File: src/rtl/res_fifo_pkg.sv
// Shared constants for the result FIFO.
// WIDTH_DEF : default data width of result_in / result_out.
// DEPTH_DEF : default number of storage entries.
package res_fifo_pkg;

  localparam int WIDTH_DEF = 16;
  localparam int DEPTH_DEF = 3;

endpackage : res_fifo_pkg

File: src/rtl/res_fifo.sv
// Result FIFO: a small circular buffer that queues results and presents the
// most recently popped entry on a registered output.
//
// Ports
//   clk        : clock, all state updates on the rising edge
//   n_rst      : synchronous reset, active-high despite the name
//   wenable    : push result_in this cycle (dropped when full without a read)
//   renable    : pop head entry into result_out this cycle (ignored when empty)
//   result_in  : data to push
//   empty      : high while the FIFO holds no entries
//   result_out : last popped entry, held between successful reads
module res_fifo
  import res_fifo_pkg::*;
#(
  parameter int WIDTH = WIDTH_DEF,
  parameter int DEPTH = DEPTH_DEF
) (
  input  logic             clk,
  input  logic             n_rst,
  input  logic             wenable,
  input  logic             renable,
  input  logic [WIDTH-1:0] result_in,
  output logic             empty,
  output logic [WIDTH-1:0] result_out
);

  localparam int PTR_W = (DEPTH > 1) ? $clog2(DEPTH) : 1;
  localparam int CNT_W = $clog2(DEPTH + 1);
  localparam logic [CNT_W-1:0] DEPTH_C = CNT_W'(DEPTH);
  localparam logic [PTR_W-1:0] LAST_P  = PTR_W'(DEPTH - 1);

  logic [WIDTH-1:0] mem [DEPTH];
  logic [PTR_W-1:0] wr_ptr;
  logic [PTR_W-1:0] rd_ptr;
  logic [CNT_W-1:0] count;
  logic             do_rd;
  logic             do_wr;

  function automatic logic [PTR_W-1:0] ptr_next(input logic [PTR_W-1:0] p);
    return (p == LAST_P) ? '0 : p + 1'b1;
  endfunction

  // A read in the same cycle frees the head slot, so a full FIFO still
  // accepts a write when it is also being read.
  always_comb begin
    do_rd = renable && (count != '0);
    do_wr = wenable && ((count < DEPTH_C) || do_rd);
  end

  assign empty = (count == '0);

  // Storage is never reset; stale entries are unreachable once count is 0.
  always_ff @(posedge clk) begin
    if (do_wr && !n_rst) begin
      mem[wr_ptr] <= result_in;
    end
  end

  always_ff @(posedge clk) begin
    if (n_rst) begin
      wr_ptr     <= '0;
      rd_ptr     <= '0;
      count      <= '0;
      result_out <= '0;
    end else begin
      if (do_wr) begin
        wr_ptr <= ptr_next(wr_ptr);
      end
      if (do_rd) begin
        rd_ptr     <= ptr_next(rd_ptr);
        result_out <= mem[rd_ptr];
      end
      case ({do_wr, do_rd})
        2'b10:   count <= count + 1'b1;
        2'b01:   count <= count - 1'b1;
        default: count <= count;
      endcase
    end
  end

endmodule : res_fifo

File: config.mk
export PLATFORM = sky130hd
export DESIGN_NAME = res_fifo
export DESIGN_NICKNAME = d
export VERILOG_FILES = /design/src/rtl/res_fifo_pkg.sv /design/src/rtl/res_fifo.sv
export SDC_FILE = /design/constraint.sdc
export NUM_CORES = 1
export LEC_CHECK = 0
export CORE_MARGIN = 1.5
export CORE_UTILIZATION = 30
export DETAILED_ROUTE_END_ITERATION = 10
export GPL_TIMING_DRIVEN = 0
export PLACE_DENSITY = 0.58
export SKIP_CTS_REPAIR_TIMING = 1
export SYNTH_ARGS = -nofsm -noshare
export SYNTH_HDL_FRONTEND = slang
export SYNTH_SLANG_ARGS = --single-unit
export TNS_END_PERCENT = 100
File: constraint.sdc
create_clock -name clk -period 2.7 [get_ports clk]
set_input_delay 0.54 -clock clk [delete_from_list [all_inputs] [get_ports clk]]
set_output_delay 0.54 -clock clk [all_outputs]
set_load 0.05 [all_outputs]
==> impl_metrics.csv <==
group,metric,value,unit
power_and_ir_drop,power,2.16,mW
power_and_ir_drop,ir_drop,0.000230,V
worst_setup_path,max_stage_delay,0.61,ns
logic_synthesis,yosysTopAreaCell,"edfxtp_1",
floorplan,die_area,0.00938,mm2
worst_setup_path,worst-path-buf-inv,2,
logic_synthesis,synth_cells,178,
grt,grt.overflow.total,0,
worst_setup_path,arrival,2.32,ns
sta,clock_skew,0.00513,ns
worst_setup_path,cp.depth,5,
clock_tree,cts_made_buffers,9,
sta,relSlewSlack,41.6,%
cells_and_area,stdcell_count,339,
floorplan,core,0.00864,mm2
logic_synthesis,seq_area_frac_synth,71.2,%
worst_setup_path,critPathCaptureType,"flop",
worst_setup_path,startpoint_type,"input pin",
clock_tree,clockRootBuffer,"clkbuf_8",
logic_synthesis,synthesis.area,0.00264,mm2
worst_setup_path,path_cells,"clkdlybuf4s50_1 -> nand3b_1 -> nand2_1 -> nor4b_4 -> buf_6",
worst_setup_path,critPathTopFamily,"simple AND/OR/NAND/NOR gates",
worst_hold_path,hold_path_class,"in2reg",
clock_tree,clk_transition_reported_paths,0.07,ns
sta,worst_pin_slew,0.876,ns
cells_and_area,postLayoutCoreUtil,38.6,%
sta,clock.fmax,0.439,GHz
sta,slew_violations,0,
logic_synthesis,synth_area_leaders,"edfxtp_1, dfxtp_1, mux2i_1, o21ai_0, a22o_1",
floorplan,io_pins,37,
sta,hold_viol,0,
cells_and_area,layout_common_cells,"edfxtp_1, clkdlybuf4s50_1, dfxtp_1",
logic_synthesis,synth_nets,198,
grt,grt_pass1_vias,1581,
placement,dp_hpwl,3.21,mm
worst_setup_path,cp_max_fo,9,
routing,wl,4.97,mm
worst_setup_path,cp_slowest_cell,"clkdlybuf4s50_1",
routing,wire_per_inst,14.7,um
worst_setup_path,r2r_setup_slack,0.87,ns
floorplan,start_util,30.6,%
placement,dp.cells,323,
power_and_ir_drop,pwr_density_cell,647,mW/mm2
grt,grt_pass1_wl,8.00,mm
clock_tree,cts_sinks,70,
floorplan,num_rows,34,
sta,finalCriticalPeriod,2.28,ns
cells_and_area,area_growth,26.0,%
worst_setup_path,rr_endpoint,"mem[2][9]$_DFFE_PP_",
grt,antenna_found_initial,0,
run,max_cap_violations,0,
worst_setup_path,crit_start,"renable",
routing,drtIter0Drc,79,
sta,hold-worst-slack,0.465,ns
floorplan,die_w,96.9,um
sta,rsz0062_at_grt,"false",
cells_and_area,drive_gt1_share,16.5,%
cells_and_area,nets,246,
clock_tree,cts.path.max_buffers,2,
routing,antenna_left,0,
logic_synthesis,ys_ff_latch,70,
worst_hold_path,min-delay-start,"n_rst",
placement,port_buffers,35,
clock_tree,clk_latency,0.34,ns
clock_tree,tritoncts,"done",
worst_hold_path,min_delay_path_depth,2,
sta,finalSetupViolCount,0,
worst_setup_path,criticalPathCategory,"in2reg",
sta,finalCritPeriodShare,84.5,%
grt,grt.total_usage,11.5,%
sta,fin_tns_setup,0,ns
worst_setup_path,crit_required,2.74,ns
logic_synthesis,yosys_warnings,0,
logic_synthesis,synth_cell_type_count,28,
clock_tree,h-tree-depth,3,
routing,drc,0,
power_and_ir_drop,p_leak,1.09,nW
routing,vias,1553,
worst_hold_path,whs_endpoint,"rd_ptr[1]$_SDFFE_PP0N_",
floorplan,die_h,96.9,um
grt,grt_max_degree,18,
logic_synthesis,yosysTopAreaCellShare,54.5,%
placement,gp_congestion,0.654,
routing,vias_per_cell,4.58,
run_status,run_status,"completed",
routing,first_pass_iters,6,
cells_and_area,antenna_cells,0,
worst_setup_path,reg2reg_depth,5,
cells_and_area,final_common_cell,"edfxtp_1",
logic_synthesis,syn_avg_cell_area,14.9,um2
worst_setup_path,r2r-start,"count[0]$_SDFFE_PP0P_",
-- stage by stage --
step           setup slack, ns  instance area, um2
2_1_floorplan            0.542                2650
3_3_place_gp            -0.782                3140
3_5_place_dp            0.0298                3170
4_1_cts                  0.394                3330
5_1_grt                  0.309                3330
6_report                 0.420                3330
-- synth_stat cells --
library cell / instances
edfxtp_1: 48
dfxtp_1: 22
nand2_1: 19
mux2i_1: 17
o21ai_0: 17
a22o_1: 9
a22o_2: 7
a21oi_1: 5
buf_6: 5
nand3b_1: 4
buf_2: 2
clkbuf_1: 2
nand2b_1: 2
nor2_1: 2
nor2_4: 2
nor2b_1: 2
or2_2: 2
a2111oi_2: 1
a31o_2: 1
and3_1: 1
clkbuf_8: 1
inv_1: 1
nand3_1: 1
nor3_1: 1
nor4b_1: 1
o21a_2: 1
o21ai_2: 1
or3_1: 1
-- power breakdown --
part / leakage [nW] / switching [mW] / internal, mW
sequential: 0.617 / 0.0174 / 1.19
clock: 0.0821 / 0.348 / 0.356
combinational: 0.388 / 0.142 / 0.105
-- per-layer routing --
metal  part of all wire, %  global-route usage, %
met5                     0                      0
met4                   2.6                   7.13
met1                    46                   13.9
met3                   5.0                   3.76
met2                    46                   17.6
-- final cells by class --
cell class / count / area [um2]
Fill cell: 849 / 5310
Sequential cell: 70 / 1880
Multi-Input combinational cell: 97 / 688
Timing Repair Buffer: 37 / 373
Clock buffer: 14 / 153
Tap cell: 108 / 135
Buffer: 10 / 87.6
Clock inverter: 2 / 8.76
Inverter: 1 / 3.75
-- worst max path at each step --
stage	to
2_1_floorplan	mem[2][0]$_DFFE_PP_
3_3_place_gp	mem[2][1]$_DFFE_PP_
3_5_place_dp	mem[2][1]$_DFFE_PP_
4_1_cts	mem[2][14]$_DFFE_PP_
5_1_grt	mem[2][14]$_DFFE_PP_
6_report	mem[2][9]$_DFFE_PP_
-- sequential cells by signal (all words and copies together) (netlist names) --
signal	count
count	2
mem	48
rd_ptr	2
result_out	16
wr_ptr	2
-- cell families (layout without fill, tap and decap cells) --
group / after synthesis / count (layout) / synth area share [%]
flops: 70 / 70 / 71.2
compound gates: 42 / 42 / 11.4
simple gates: 38 / 38 / 7.57
mux: 17 / 17 / 6.44
buf+inv: 11 / 64 / 3.45
No activity file was read; power rests on OpenSTA's default activity.
==> RTL edit 1: new RTL, same settings <==
The package constant `DEPTH_DEF` goes from 3 to 5.
--- a/src/rtl/res_fifo_pkg.sv
+++ b/src/rtl/res_fifo_pkg.sv
@@ -4,7 +4,7 @@
 package res_fifo_pkg;
 
   localparam int WIDTH_DEF = 16;
-  localparam int DEPTH_DEF = 3;
+  localparam int DEPTH_DEF = 5;
 
 endpackage : res_fifo_pkg
 
Formal check against the unedited RTL: not equivalent (Yosys sat finds a counterexample within 10 cycles, from zero or initial values and one cycle with n_rst high).
==> RTL edit 1 against the original RTL <==
  * First-iteration DRC count is 75% higher
  * Global-route usage increased by 0.34 points
  * Setup slack lost 280 ps
  * Cell area is 51% higher
  * Synthesized area grew 55%
  * Total power rose by 120%
  * Wire length is 65% higher
  * Sequential cell count grew 35
  * Critical endpoint is now count[2]
  * Largest power group unchanged
==> RTL edit 1: results (changes against the original RTL) <==
[drt]
detailedRoute.firstPassIterationCount=4  ; was 6
met2_length_microns=3790  ; was 2300 microns
top_signal_layer_used=met4  ; unchanged
met3_length_microns=256  ; was 250 microns
wl_per_cell_microns=16.3  ; was 14.7 microns
vias_per_cell=4.72  ; was 4.58
wl_met1_microns=3940  ; was 2290 microns
drt_first_iter_violations=138  ; was 79

[clock_tree]
ctsHtreeMaxLevel=3  ; unchanged
clk_root_buffer_cell=sky130_fd_sc_hd__clkbuf_16  ; was sky130_fd_sc_hd__clkbuf_8
clk_pin_slew_ps=70  ; about the same
clkLatencyLatePin_ps=340  ; about the same
clock_path_buffers=2  ; unchanged
cts_made_buffers=9  ; unchanged

[logic_synthesis]
async_reset_ff_frac=0  ; unchanged
postSynthNetCount=300  ; was 198
synth_area_leaders=sky130_fd_sc_hd__edfxtp_1, sky130_fd_sc_hd__dfxtp_1, sky130_fd_sc_hd__mux2i_1  ; unchanged
synth_enable_flop_cells=80  ; was 48
synth.avg_cell_area_sq_um=15.0  ; was 14.9 sq um
synth_cell_types=36  ; was 28
synth.yosys.seq_area_share=0.708  ; was 0.712
yosys_warning_total=0  ; unchanged
yosys-top-cells-count=sky130_fd_sc_hd__edfxtp_1, sky130_fd_sc_hd__mux2i_1, sky130_fd_sc_hd__dfxtp_1, sky130_fd_sc_hd__nor2_1, sky130_fd_sc_hd__nor3_1  ; was sky130_fd_sc_hd__edfxtp_1, sky130_fd_sc_hd__dfxtp_1, sky130_fd_sc_hd__nand2_1, sky130_fd_sc_hd__mux2i_1, sky130_fd_sc_hd__o21ai_0
synthFlopType=sky130_fd_sc_hd__edfxtp_1  ; unchanged

[setup_path]
critical_path.slowest_cell=sky130_fd_sc_hd__clkdlybuf4s50_1  ; unchanged
timing.critical_path.slowest_cell_delay_ps=520  ; was 610 ps
reg2reg_slack_ps=370  ; was 870 ps
worstPathMaxFanout=10  ; was 9
crit_arrival_ps=2830  ; was 2320 ps

[placement]
gp_routability_congestion=0.775  ; was 0.654
preCtsSetupSlack_ps=-297  ; was 29.8 ps
post-place-cells=487  ; was 323
hpwl_microns=5200  ; was 3210 microns
numPortBuffers=35  ; unchanged

[worst_hold_path]
hold_class=flip-flop to flip-flop  ; was primary input to flip-flop

[layout]
antenna-diode-count=0  ; unchanged
nets=348  ; was 246
top_regs=mem x80, result_out x16  ; was mem x48, result_out x16
ratio_of_cells_with_drive_above_1_in_the_final_layout=0.113  ; was 0.165
final_cells=503  ; was 339

[grt]
global_route_wire_length_before_repair_microns=12500  ; was 8000 microns
first_global_vias=2379  ; was 1581
initial_antenna_violation_count=0  ; unchanged
grt_use_total=0.118  ; was 0.115
largest_net_degree_at_the_start_of_global_routing=17  ; was 18

[power_and_ir_drop]
static-leakage-power_nw=1.63  ; was 1.09 nW
internal-power_mw=3.21  ; was 1.65 mW
ir_drop_mv=0.307  ; was 0.230 mV

[timing]
timing.fmax_ghz=0.390  ; was 0.439 GHz
final.setup_skew_ps=8.40  ; was 5.13 ps
worst_slew_margin_rel=0.351  ; was 0.416

[run_status]
run_status=finished clean  ; unchanged

-- RTL edit 1: power groups by stage --
stage	Clock, mW	Combinational (mW)	Sequential (mW)
4_1_cts	1.36	1.39	1.98
3_3_place_gp	0	1.36	2.00
3_5_place_dp	0	1.38	2.01
5_1_grt	1.42	1.48	1.99
2_1_floorplan	0	0.687	2.28
6_report	1.34	1.38	1.97
-- RTL edit 1: path summary, 6_finish.rpt --
kind | cells after the start | end | from
worst max-delay path | 10 | count[2] | renable
worst min-delay path | 2 | result_out[1] | result_out[1]
worst max register to register | 9 | count[2] | count[0]
worst min register to register | 2 | result_out[1] | result_out[1]
-- RTL edit 1: cell type report --
class | instances | area [sq um]
plain buffers | 16 | 129
clock buffers | 12 | 236
clock inverters | 4 | 68.8
fillers | 1241 | 8250
inverters | 8 | 30.0
multi-input cells | 145 | 1070
flip-flops and latches | 105 | 2900
well taps | 176 | 220
repair buffers | 37 | 380
-- RTL edit 1: routing by layer --
metal  global-route usage  vias to the layer above
met2                0.183                       57
met3               0.0290                       15
met5                    0                        -
met4               0.0662                        0
li1                     -                     1138
met1                0.151                     1164
-- RTL edit 1: worst max-delay path, delay by kind of cell --
family | cells | cell delay, ps
simple gates | 1 | 310
buf+inv | 4 | 1000
fa+ha+maj | 2 | 580
xor+xnor | 1 | 160
compound gates | 2 | 250
-- RTL edit 1: metrics by stage --
step | hold slack, ps | area [sq um] | power, mW | utilization
finish | 490 | 5040 | 4.69 | 0.379
global route | 514 | 5040 | 4.89 | 0.379
CTS | 494 | 5040 | 4.73 | 0.379
detailed placement | 483 | 4730 | 3.40 | 0.356
global placement | 481 | 4690 | 3.36 | 0.352
floorplan | 469 | 4120 | 2.97 | -
-- RTL edit 1: logic make-up after synthesis --
group	Yosys count	share of synthesized area
simple gates	59	0.0708
mux	33	0.0805
flops	105	0.708
xor+xnor	2	0.00427
compound gates	45	0.0787
fa+ha+maj	6	0.0201
buf+inv	24	0.0381
==> RTL edit 2: new RTL, same flow settings <==
Made on the original files. Make the reset (`n_rst`) asynchronous in one clocked block. Comments in the files are not updated.
--- a/src/rtl/res_fifo.sv
+++ b/src/rtl/res_fifo.sv
@@ -56,7 +56,7 @@
     end
   end
 
-  always_ff @(posedge clk) begin
+  always_ff @(posedge clk or posedge n_rst) begin
     if (n_rst) begin
       wr_ptr     <= '0;
       rd_ptr     <= '0;
Formal check against the unedited RTL: differs if n_rst is asserted again (counterexample within 4 cycles, from zero or initial values and one cycle with n_rst high); with n_rst held inactive, the same outputs for 10 cycles.
==> RTL edit 2 against the original RTL <==
  * The flow now finishes with violations (DRC)
  * Synthesized area rose by 3.8%
  * Wire length rose by 0.72%
  * Highest routed layer unchanged
  * Sequential cell count did not move
  * Global-route usage fell by 0.14 points
  * Setup slack got worse by 35 ps
  * Cell area rose by 5.8%
  * Core utilization rose by 1.4 points
Power is not compared: it rests on default switching activity, and its combinational part moved more than twofold at a synthesized area within 25%.
==> RTL edit 2: results (changes against the original RTL) <==
[run_status]
run_status=complete, but fails checks  ; was finished clean
violations_in_the_final_reports=DRC

[grt]
grt_use_total=0.113  ; was 0.115
global_route_wire_length_before_repair_microns=7970  ; was 8000 microns
first_global_vias=1499  ; was 1581

[worst_hold_path]
hold_class=flip-flop to flip-flop  ; was primary input to flip-flop

[layout]
final_cells=328  ; was 339
nets=236  ; was 246
ratio_of_cells_with_drive_above_1_in_the_final_layout=0.232  ; was 0.165
num-fill-cells=814  ; was 849

[setup_path]
timing.critical_path.to=empty  ; was mem[2][9]
ff2ff_path_depth=6  ; was 5
reg_to_reg_start=count[0]  ; unchanged
critical_path.reg2reg.endpoint=mem[0][11]  ; was mem[2][9]
crit_arrival_ps=1780  ; was 2320 ps
setup_crit_path_kind=flip-flop to output pin  ; was primary input to flip-flop

[timing]
tightest_slew_ps=944  ; was 876 ps

[logic_synthesis]
postSynthNetCount=185  ; was 198
synth_cell_types=25  ; was 28
yosys-top-cells-count=sky130_fd_sc_hd__edfxtp_1, sky130_fd_sc_hd__dfrtp_1, sky130_fd_sc_hd__nand2_1, sky130_fd_sc_hd__mux2i_1, sky130_fd_sc_hd__mux2_2  ; was sky130_fd_sc_hd__edfxtp_1, sky130_fd_sc_hd__dfxtp_1, sky130_fd_sc_hd__nand2_1, sky130_fd_sc_hd__mux2i_1, sky130_fd_sc_hd__o21ai_0
synth.yosys.seq_area_share=0.726  ; was 0.712
synth_area_leaders=sky130_fd_sc_hd__edfxtp_1, sky130_fd_sc_hd__dfrtp_1, sky130_fd_sc_hd__mux2i_1  ; was sky130_fd_sc_hd__edfxtp_1, sky130_fd_sc_hd__dfxtp_1, sky130_fd_sc_hd__mux2i_1
synth.avg_cell_area_sq_um=16.7  ; was 14.9 sq um
async_reset_ff_frac=0.314  ; was 0

[drt]
drt_first_iter_violations=43  ; was 79
drt_drc_violations_left=3  ; was 0
detailedRoute.firstPassIterationCount=9  ; was 6
wl_per_cell_microns=15.3  ; was 14.7 microns
vias=1446  ; was 1553

[placement]
post-place-cells=312  ; was 323
gp_routability_congestion=0.660  ; was 0.654
numPortBuffers=36  ; was 35

[power_and_ir_drop]
ir_drop_mv=0.490

-- RTL edit 2: per-layer routing --
metal	wire length, microns	global-route usage
met3	210	0.0284
met2	2380	0.182
met5	0	0
met1	2260	0.135
met4	151	0.0758
-- RTL edit 2: how the worst min path moves through the flow --
stage / start / to / slack (ps) / depth (start not counted)
5_1_grt: result_out[5] / result_out[5] / 530 / 2
3_5_place_dp: result_out[7] / result_out[7] / 470 / 2
2_1_floorplan: mem[2][10] / result_out[10] / 490 / 2
3_3_place_gp: result_out[13] / result_out[13] / 470 / 2
4_1_cts: result_out[7] / result_out[7] / 490 / 2
6_report: result_out[7] / result_out[7] / 480 / 2
-- RTL edit 2: cell families after synthesis --
kind of cell / share of synthesized area
DFF: 0.726
muxes: 0.142
and+or+nand+nor: 0.0424
AOI/OAI and AO/OA: 0.0470
buffers and inverters: 0.0287
xor gates and xnor gates: 0.00958
adders and majority gates: 0.00456
-- RTL edit 2: power by group through the flow --
stage          Clock (mW)  Combinational, mW  Sequential, mW
3_5_place_dp            0               1.61            1.54
6_report            0.903               1.59            1.52
4_1_cts             0.924               1.62            1.52
2_1_floorplan           0              0.727            1.93
3_3_place_gp            0               1.57            1.54
5_1_grt             0.969               1.70            1.54
-- RTL edit 2: layout make-up --
class,count,area [sq um],area share
repair buffers,40,405,0.115
clock buffers,9,124,0.0352
plain buffers,8,71.3,0.0202
inverters,2,7.51,0.00213
well taps,108,135,0.0384
multi-input cells,84,699,0.199
flip-flops and latches,70,1990,0.565
clock inverters,7,88.8,0.0252
-- RTL edit 2: metrics by stage --
| step | util | TNS [ps] | area [sq um] |
|---|---|---|---|
| 2_1_floorplan | - | 0 | 2750 |
| 5_1_grt | 0.400 | 0 | 3520 |
| 3_3_place_gp | 0.369 | -58590 | 3250 |
| 4_1_cts | 0.400 | 0 | 3520 |
| 3_5_place_dp | 0.376 | -72.5 | 3310 |
| 6_report | 0.400 | 0 | 3520 |
-- RTL edit 2: worst max-delay path, stage by stage, from the launching register on --
cell and delay [ps]:
sky130_fd_sc_hd__dfrtp_1 360, sky130_fd_sc_hd__buf_2 160, sky130_fd_sc_hd__nor2_1 100, sky130_fd_sc_hd__clkdlybuf4s50_1 800
